### config.mk
export PLATFORM = sky130hd
export DESIGN_NAME = regalu_seq
export DESIGN_NICKNAME = d
export VERILOG_FILES = /design/src/rtl/regalu_pkg.sv /design/src/rtl/regalu_seq.sv
export SDC_FILE = /design/constraint.sdc
export NUM_CORES = 1
export LEC_CHECK = 0
export BUFFER_PORTS_ARGS = -buffer_cell sky130_fd_sc_hd__buf_2
export CAP_MARGIN = 5
export CORE_MARGIN = 1.5
export CORE_UTILIZATION = 47
export CTS_BUF_LIST = sky130_fd_sc_hd__clkbuf_16
export DETAILED_ROUTE_END_ITERATION = 16
export GPL_ROUTABILITY_DRIVEN = 0
export GPL_TIMING_DRIVEN = 0
export PLACE_DENSITY_LB_ADDON = 0.08
export SETUP_SLACK_MARGIN = 0.3
export SLEW_MARGIN = 20
export SYNTH_ARGS = -nofsm -noshare
export SYNTH_HDL_FRONTEND = slang
export SYNTH_SLANG_ARGS = --single-unit
### constraint.sdc
create_clock -name clk -period 2.7 [get_ports clk]
set_clock_uncertainty 0.2 [all_clocks]
set_input_delay 0 -clock clk [delete_from_list [all_inputs] [get_ports clk]]
set_output_delay 0 -clock clk [all_outputs]
set_load 0.01 [all_outputs]
### src/rtl/regalu_pkg.sv
// Shared encodings for the register/ALU operation sequencer: request opcodes,
// FSM states and a small opcode-class helper.
package regalu_pkg;

    typedef enum logic [2:0] {
        OP_RR  = 3'd0,
        OP_RI  = 3'd1,
        OP_BEQ = 3'd2,
        OP_BNE = 3'd3
    } op_e;

    typedef enum logic [1:0] {
        IDLE = 2'd0,
        EXEC = 2'd1,
        WB   = 2'd2,
        RESP = 2'd3
    } state_e;

    // Register-writing ops; branches and unknown codes skip write-back.
    function automatic logic op_is_alu(input logic [2:0] op);
        return (op == OP_RR) || (op == OP_RI);
    endfunction

    function automatic logic op_is_legal(input logic [2:0] op);
        return (op == OP_RR) || (op == OP_RI) || (op == OP_BEQ) || (op == OP_BNE);
    endfunction

endpackage

### src/rtl/regalu_seq.sv
// Single-request sequencer driving register-file addresses and ALU controls.
// Optional completed-op counter enabled by defining REGALU_SEQ_PERF_EN.
//
//   state | meaning
//   IDLE  | ready for a new request
//   EXEC  | ALU evaluates latched operands, eq sampled on exit
//   WB    | register write-back (suppressed for rd == 0)
//   RESP  | response held until resp_ready
module regalu_seq
    import regalu_pkg::*;
#(
    parameter int DATA_WIDTH    = 32,
    parameter int ADDRESS_WIDTH = 5
) (
    input  logic                     clk,
    input  logic                     rst_n,
    input  logic                     req_valid,
    output logic                     req_ready,
    input  logic [2:0]               req_op,
    input  logic [ADDRESS_WIDTH-1:0] req_rs1,
    input  logic [ADDRESS_WIDTH-1:0] req_rs2,
    input  logic [ADDRESS_WIDTH-1:0] req_rd,
    input  logic [2:0]               req_aluctrl,
    input  logic [DATA_WIDTH-1:0]    req_imm,
    output logic [ADDRESS_WIDTH-1:0] rs1,
    output logic [ADDRESS_WIDTH-1:0] rs2,
    output logic [ADDRESS_WIDTH-1:0] rd,
    output logic                     RegWrite,
    output logic                     ALUsrc,
    output logic [2:0]               ALUCtrl,
    output logic [DATA_WIDTH-1:0]    ImmOp,
    input  logic                     eq,
    output logic                     resp_valid,
    input  logic                     resp_ready,
    output logic                     resp_taken,
    output logic                     resp_err,
    output logic [31:0]              op_count
);

    state_e                   state_q, state_d;
    logic [2:0]               op_q;
    logic [ADDRESS_WIDTH-1:0] rs1_q, rs2_q, rd_q;
    logic [2:0]               aluctrl_q;
    logic [DATA_WIDTH-1:0]    imm_q;
    logic                     taken_q, err_q;
    logic                     accept;
    logic                     resp_hs;

    assign accept  = req_valid && (state_q == IDLE);
    assign resp_hs = resp_ready && (state_q == RESP);

    always_ff @(posedge clk or negedge rst_n) begin
        if (!rst_n) begin
            state_q   <= IDLE;
            op_q      <= '0;
            rs1_q     <= '0;
            rs2_q     <= '0;
            rd_q      <= '0;
            aluctrl_q <= '0;
            imm_q     <= '0;
            taken_q   <= 1'b0;
            err_q     <= 1'b0;
        end else begin
            state_q <= state_d;
            if (accept) begin
                op_q      <= req_op;
                rs1_q     <= req_rs1;
                rs2_q     <= req_rs2;
                rd_q      <= req_rd;
                aluctrl_q <= req_aluctrl;
                imm_q     <= req_imm;
            end
            // Branch outcome and error are frozen on the EXEC exit edge so the
            // response stays stable however long the consumer stalls.
            if (state_q == EXEC) begin
                taken_q <= ((op_q == OP_BEQ) && eq) || ((op_q == OP_BNE) && !eq);
                err_q   <= !op_is_legal(op_q);
            end
        end
    end

    always_comb begin
        state_d = state_q;
        case (state_q)
            IDLE: if (req_valid) state_d = EXEC;
            EXEC: state_d = op_is_alu(op_q) ? WB : RESP;
            WB:   state_d = RESP;
            RESP: if (resp_ready) state_d = IDLE;
            default: state_d = IDLE;
        endcase
    end

    // Decoded straight from the state register so reset drops RegWrite at once.
    always_comb begin
        req_ready  = (state_q == IDLE);
        RegWrite   = (state_q == WB) && (rd_q != '0);
        ALUsrc     = (op_q == OP_RI) && ((state_q == EXEC) || (state_q == WB));
        resp_valid = (state_q == RESP);
        resp_taken = (state_q == RESP) && taken_q;
        resp_err   = (state_q == RESP) && err_q;
    end

    assign rs1     = rs1_q;
    assign rs2     = rs2_q;
    assign rd      = rd_q;
    assign ALUCtrl = aluctrl_q;
    assign ImmOp   = imm_q;

`ifdef REGALU_SEQ_PERF_EN
    logic [31:0] op_count_q;

    always_ff @(posedge clk or negedge rst_n) begin
        if (!rst_n) begin
            op_count_q <= '0;
        end else if (resp_hs) begin
            op_count_q <= op_count_q + 32'd1;
        end
    end

    assign op_count = op_count_q;
`else
    assign op_count = '0;
`endif

endmodule

* Yosys cells after proc, flatten, opt, wreduce, memory -nomap -nowiden
Cells that the tools add are included.
** Operators by class
- Equality and inequality tests :: 8
- Reduce and logical (&&, ||, !) cells :: 18
- Multiplexer cells :: 4
** Operators with widths (number)
- $pmux W2 S4 :: 1
- $logic_and A1 B1 Y1 :: 7
- $eq A3 B2 Y1 const B :: 2
- $logic_or A1 B1 Y1 :: 5
- $reduce_bool A5 Y1 :: 1
- $eq A2 B2 Y1 const B :: 2
- $mux W2 :: 2
- $eq A3 B1 Y1 const B :: 1
- $logic_not A3 Y1 :: 1
- $eq A2 B1 Y1 const B :: 1
- $logic_not A1 Y1 :: 2
- $logic_not A2 Y1 :: 1
- $ne A2 B1 Y1 const B :: 1
- $ne A2 B2 Y1 const B :: 1
- $reduce_and A2 Y1 :: 1
- $mux W1 :: 1
** Word-level totals
- Bits in registers :: 57
- Output and inout bits :: 88
- Bits of input ports :: 58

* Longest topological paths before layout
- Depth after elaboration :: 5
- Mapped depth :: 5
- Depth with buffers taken out :: 5

* Worst setup path before layout
No wires, ideal clock.
- Kind :: register to register
- From :: reg state_q[0]
- To :: reg imm_q[23] (netlist: ImmOp[23])
- Library setup time :: 0.125 ns
- Setup slack :: 0.988 ns
- Clock period less this slack :: 1.712 ns
- Required time :: 2.375 ns
- Data arrival time :: 1.387 ns
- Cell stages (with the launch flop) :: 6
- Path through :: dfrtp_1 inv_1 ha_1 nand2_4 clkbuf_8 mux2_2
** On the way
- Longest elaborated chain between the ends :: 2
** RTL lines
- start, declared :: RTL line regalu_seq.sv:40 : state_e state_q, state_d;
- start signal, assigned :: RTL line regalu_seq.sv:64 : state_q <= state_d;
- $logic_not A2 Y1
- net req_ready :: RTL line regalu_seq.sv:18 : output logic req_ready,
- $logic_and A1 B1 Y1 :: RTL line regalu_seq.sv:49 : assign accept = req_valid && (state_q == IDLE);
- end signal, assigned :: RTL line regalu_seq.sv:71 : imm_q <= req_imm;
- end, declared :: RTL line regalu_seq.sv:44 : logic [DATA_WIDTH-1:0] imm_q;
The timed path passes the listed nets, and every way through them passes these cells.
A chain may end at the register's enable or synchronous reset.

* Worst setup path in the final report
- From :: reg state_q[0]
- To :: reg imm_q[22] (netlist: ImmOp[22])
** On the way
- Longest elaborated chain between the ends :: 2
** RTL lines (RTL line)
- $logic_not A2 Y1 :: regalu_seq.sv:49
- $logic_and A1 B1 Y1 :: regalu_seq.sv:49
No other way between the ends.

==> impl_metrics.sql <==
INSERT INTO impl_metrics (metric_group, metric, value, unit) VALUES
('route', 'routed_wirelength', '6100', 'um'),
('finish', 'seqCellArea', '1430', 'um2'),
('timing', 'setup_viol', '0', ''),
('logic_synthesis', 'yosys.area_share.simple', '2.31', '%'),
('finish', 'layout-drive-gt1-share', '55.6', '%'),
('logic_synthesis', 'multiplexer_area_fraction_after_synthesis', '24.9', '%'),
('logic_synthesis', 'synth-seq-cells', '57', ''),
('die', 'floorplan.core_area', '5170', 'um2'),
('worst_setup_path', 'worstPathMaxFanout', '8', ''),
('logic_synthesis', 'syn-instance-count', '174', ''),
('worst_setup_path', 'setup_crit_end_kind', 'register', ''),
('finish', 'layout_commonest_cell', 'buf_2', ''),
('worst_setup_path', 'worst_ep_required_time', '2680', 'ps'),
('finish', 'multi_input_comb_area', '913', 'um2'),
('cts', 'tritoncts_clock_tree', 'yes', ''),
('route', 'drt_drc_violations_left', '0', ''),
('die', 'initial_core_util', '49.3', '%'),
('die', 'die_h', '76.6', 'um'),
('route', 'drt_iter0_markers', '63', ''),
('logic_synthesis', 'avgSynthCellArea', '14.6', 'um2'),
('placed_design', 'io_buffer_count', '113', ''),
('finish', 'n_antenna_cell', '0', ''),
('grt', 'globalRoute.totalOverflow', '0', ''),
('logic_synthesis', 'yosys.area_share.xor_xnor', '0.344', '%'),
('cts', 'skew_pair_late_insertion_delay', '300', 'ps'),
('finish', 'nets', '449', ''),
('logic_synthesis', 'yosysWarningCount', '0', ''),
('min_path', 'worstHoldPathType', 'in -> reg', ''),
('cts', 'clock-root-buffer', 'clkbuf_16', ''),
('worst_setup_path', 'worst-r2r-cell-count', '5', ''),
('job', 'drv_cap', '0', ''),
('status', 'status', 'finished, final reports clean', ''),
('die', 'die_w', '76.6', 'um'),
('cts', 'clk_path_buf_depth', '2', ''),
('route', 'wl_met1', '2240', 'um'),
('route', 'met3RoutedLength', '518', 'um'),
('power_and_ir_drop', 'total_power_density_per_cell_area', '1030', 'nW/um2'),
('timing', 'fin_setup_tns', '0', 'ps'),
('route', 'avgViaCountPerCell', '4.39', ''),
('logic_synthesis', 'synth.top_cells.by_area', 'dfrtp_1 56%, mux2_2 23%, buf_4 9.4%, clkbuf_8 2.7%, mux2_4 2.4%', ''),
('die', 'num_rows', '26', ''),
('timing', 'timing.max_slew.rel_slack', '53.4', '%'),
('placed_design', 'dpl.cell_count', '388', ''),
('route', 'wl_met2', '3270', 'um'),
('cts', 'tritoncts.num_buffers', '9', ''),
('cts', 'worst_setup_hold_path_clk_slew', '50', 'ps'),
('logic_synthesis', 'netlist_area', '2550', 'um2'),
('min_path', 'min_path_cells', '4', ''),
('logic_synthesis', 'share_of_the_synthesized_area_in_the_top_cell_type', '56.0', '%'),
('logic_synthesis', 'synth-main-ff-cell', 'dfrtp_1', ''),
('worst_setup_path', 'critical_path_class', 'reg -> reg', ''),
('timing', 'final.min_clock_period', '2170', 'ps'),
('worst_setup_path', 'start_kind', 'register', ''),
('cts', 'cts.repair.resized', '0', ''),
('grt', 'grt_antenna_before_repair', '0', ''),
('placed_design', 'dp_hpwl', '3780', 'um'),
('route', 'route.antenna.remaining_nets', '0', ''),
('route', 'highest-signal-layer', 'met4', ''),
('logic_synthesis', 'netlist-cell-type-count', '22', ''),
('grt', 'wire_length_of_the_first_global_routing_pass', '9860', 'um'),
('logic_synthesis', 'synth_seq_area_share', '56.0', '%'),
('logic_synthesis', 'synth_compound_gate_area_share', '1.62', '%'),
('timing', 'slew_violations', '0', ''),
('cts', 'htree_levels', '3', ''),
('timing', 'report.final.hold_viol_count', '0', ''),
('grt', 'grt_start_max_net_pins', '58', ''),
('finish', 'finish.cell_count_without_fillers', '462', ''),
('timing', 'rsz_0062_raised_after_global_routing', 'no', ''),
('logic_synthesis', 'area_share_of_fa_ha_maj_cells_after_synthesis', '1.96', '%'),
('grt', 'first_global_vias', '2102', ''),
('die', 'boundaryPins', '146', '');
-- cell usage after synthesis, types with 2 or more instances --
library cell  number
mux2_2            51
clkbuf_8           5
ha_1               4
o21ai_0            2
mux2_4             4
dfrtp_1           57
buf_4             32
inv_1              4
and2_1             2
-- cell type report --
cell class                      instances  share of cell area [%]
Multi-Input combinational cell        107                    21.9
Inverter                                4                   0.359
Clock buffer                            9                    5.39
Tap cell                               70                    2.10
Sequential cell                        57                    34.1
Timing Repair Buffer                  171                    27.5
Clock inverter                          7                    1.29
Buffer                                 37                    7.40
-- logic make-up after synthesis --
kind of cell,count (synthesis)
AOI/OAI and AO/OA,6
xor gates and xnor gates,1
adders and majority gates,4
buffers and inverters,41
DFF,57
muxes,55
other,1
and+or+nand+nor,9
-- registers in the layout, summed over array words and instances (netlist names) --
name	flops
op_q	3
ImmOp	32
rs2	5
state_q	2
taken_q	1
rs1	5
err_q	1
ALUCtrl	3
rd	5
-- metal layers --
metal  vias up  track usage, %
met5         -               0
met1       957            23.3
met3         7            6.83
met2       103            39.3
met4         0            6.85
li1        959               -
-- per-stage QoR --
| step | instance area, um2 | power (mW) | setup WS (ps) | hold slack (ps) |
|---|---|---|---|---|
| finish | 4180 | 4.31 | 527 | 17.9 |
| CTS | 4180 | 4.32 | 526 | 22.0 |
| floorplan | 2660 | 2.53 | 988 | -496 |
| detailed placement | 3320 | 3.16 | 865 | -102 |
| global placement | 3320 | 3.11 | 906 | 30.4 |
| global route | 4180 | 4.57 | 408 | 37.6 |
-- worst max-delay path: stages (launching register included) --
cell and delay (ps):
dfrtp_1 430, inv_1 90, ha_1 270, nand2_4 150, mux2_2 350, dlygate4sd3_1 560
-- what timing repair did --
| item | in CTS | in global routing |
|---|---|---|
| endpoints found under the hold margin | 111 | 0 |
| setup buffers | 0 | 0 |
| hold buffers | 58 | 0 |
| endpoints found under the setup margin | 0 | 0 |
-- report_power, final --
group | total (mW) | internal, mW | switching [mW]
combinational | 1.73 | 0.971 | 0.759
clock | 1.03 | 0.693 | 0.339
sequential | 1.55 | 1.30 | 0.246
total | 4.31 | 2.96 | 1.34
-- final timing paths --
path	slack, ps	start	end
setup / recovery	530	state_q[0]	ImmOp[22]
hold / removal	20	resp_ready	state_q[0]
setup reg to reg	530	state_q[0]	ImmOp[22]
hold reg to reg	290	rs2[4]	rs2[4]
max in group asynchronous	1730	rst_n	ImmOp[19]
min in group asynchronous	90	rst_n	rs1[2]
(Power assumes the default switching activity.)
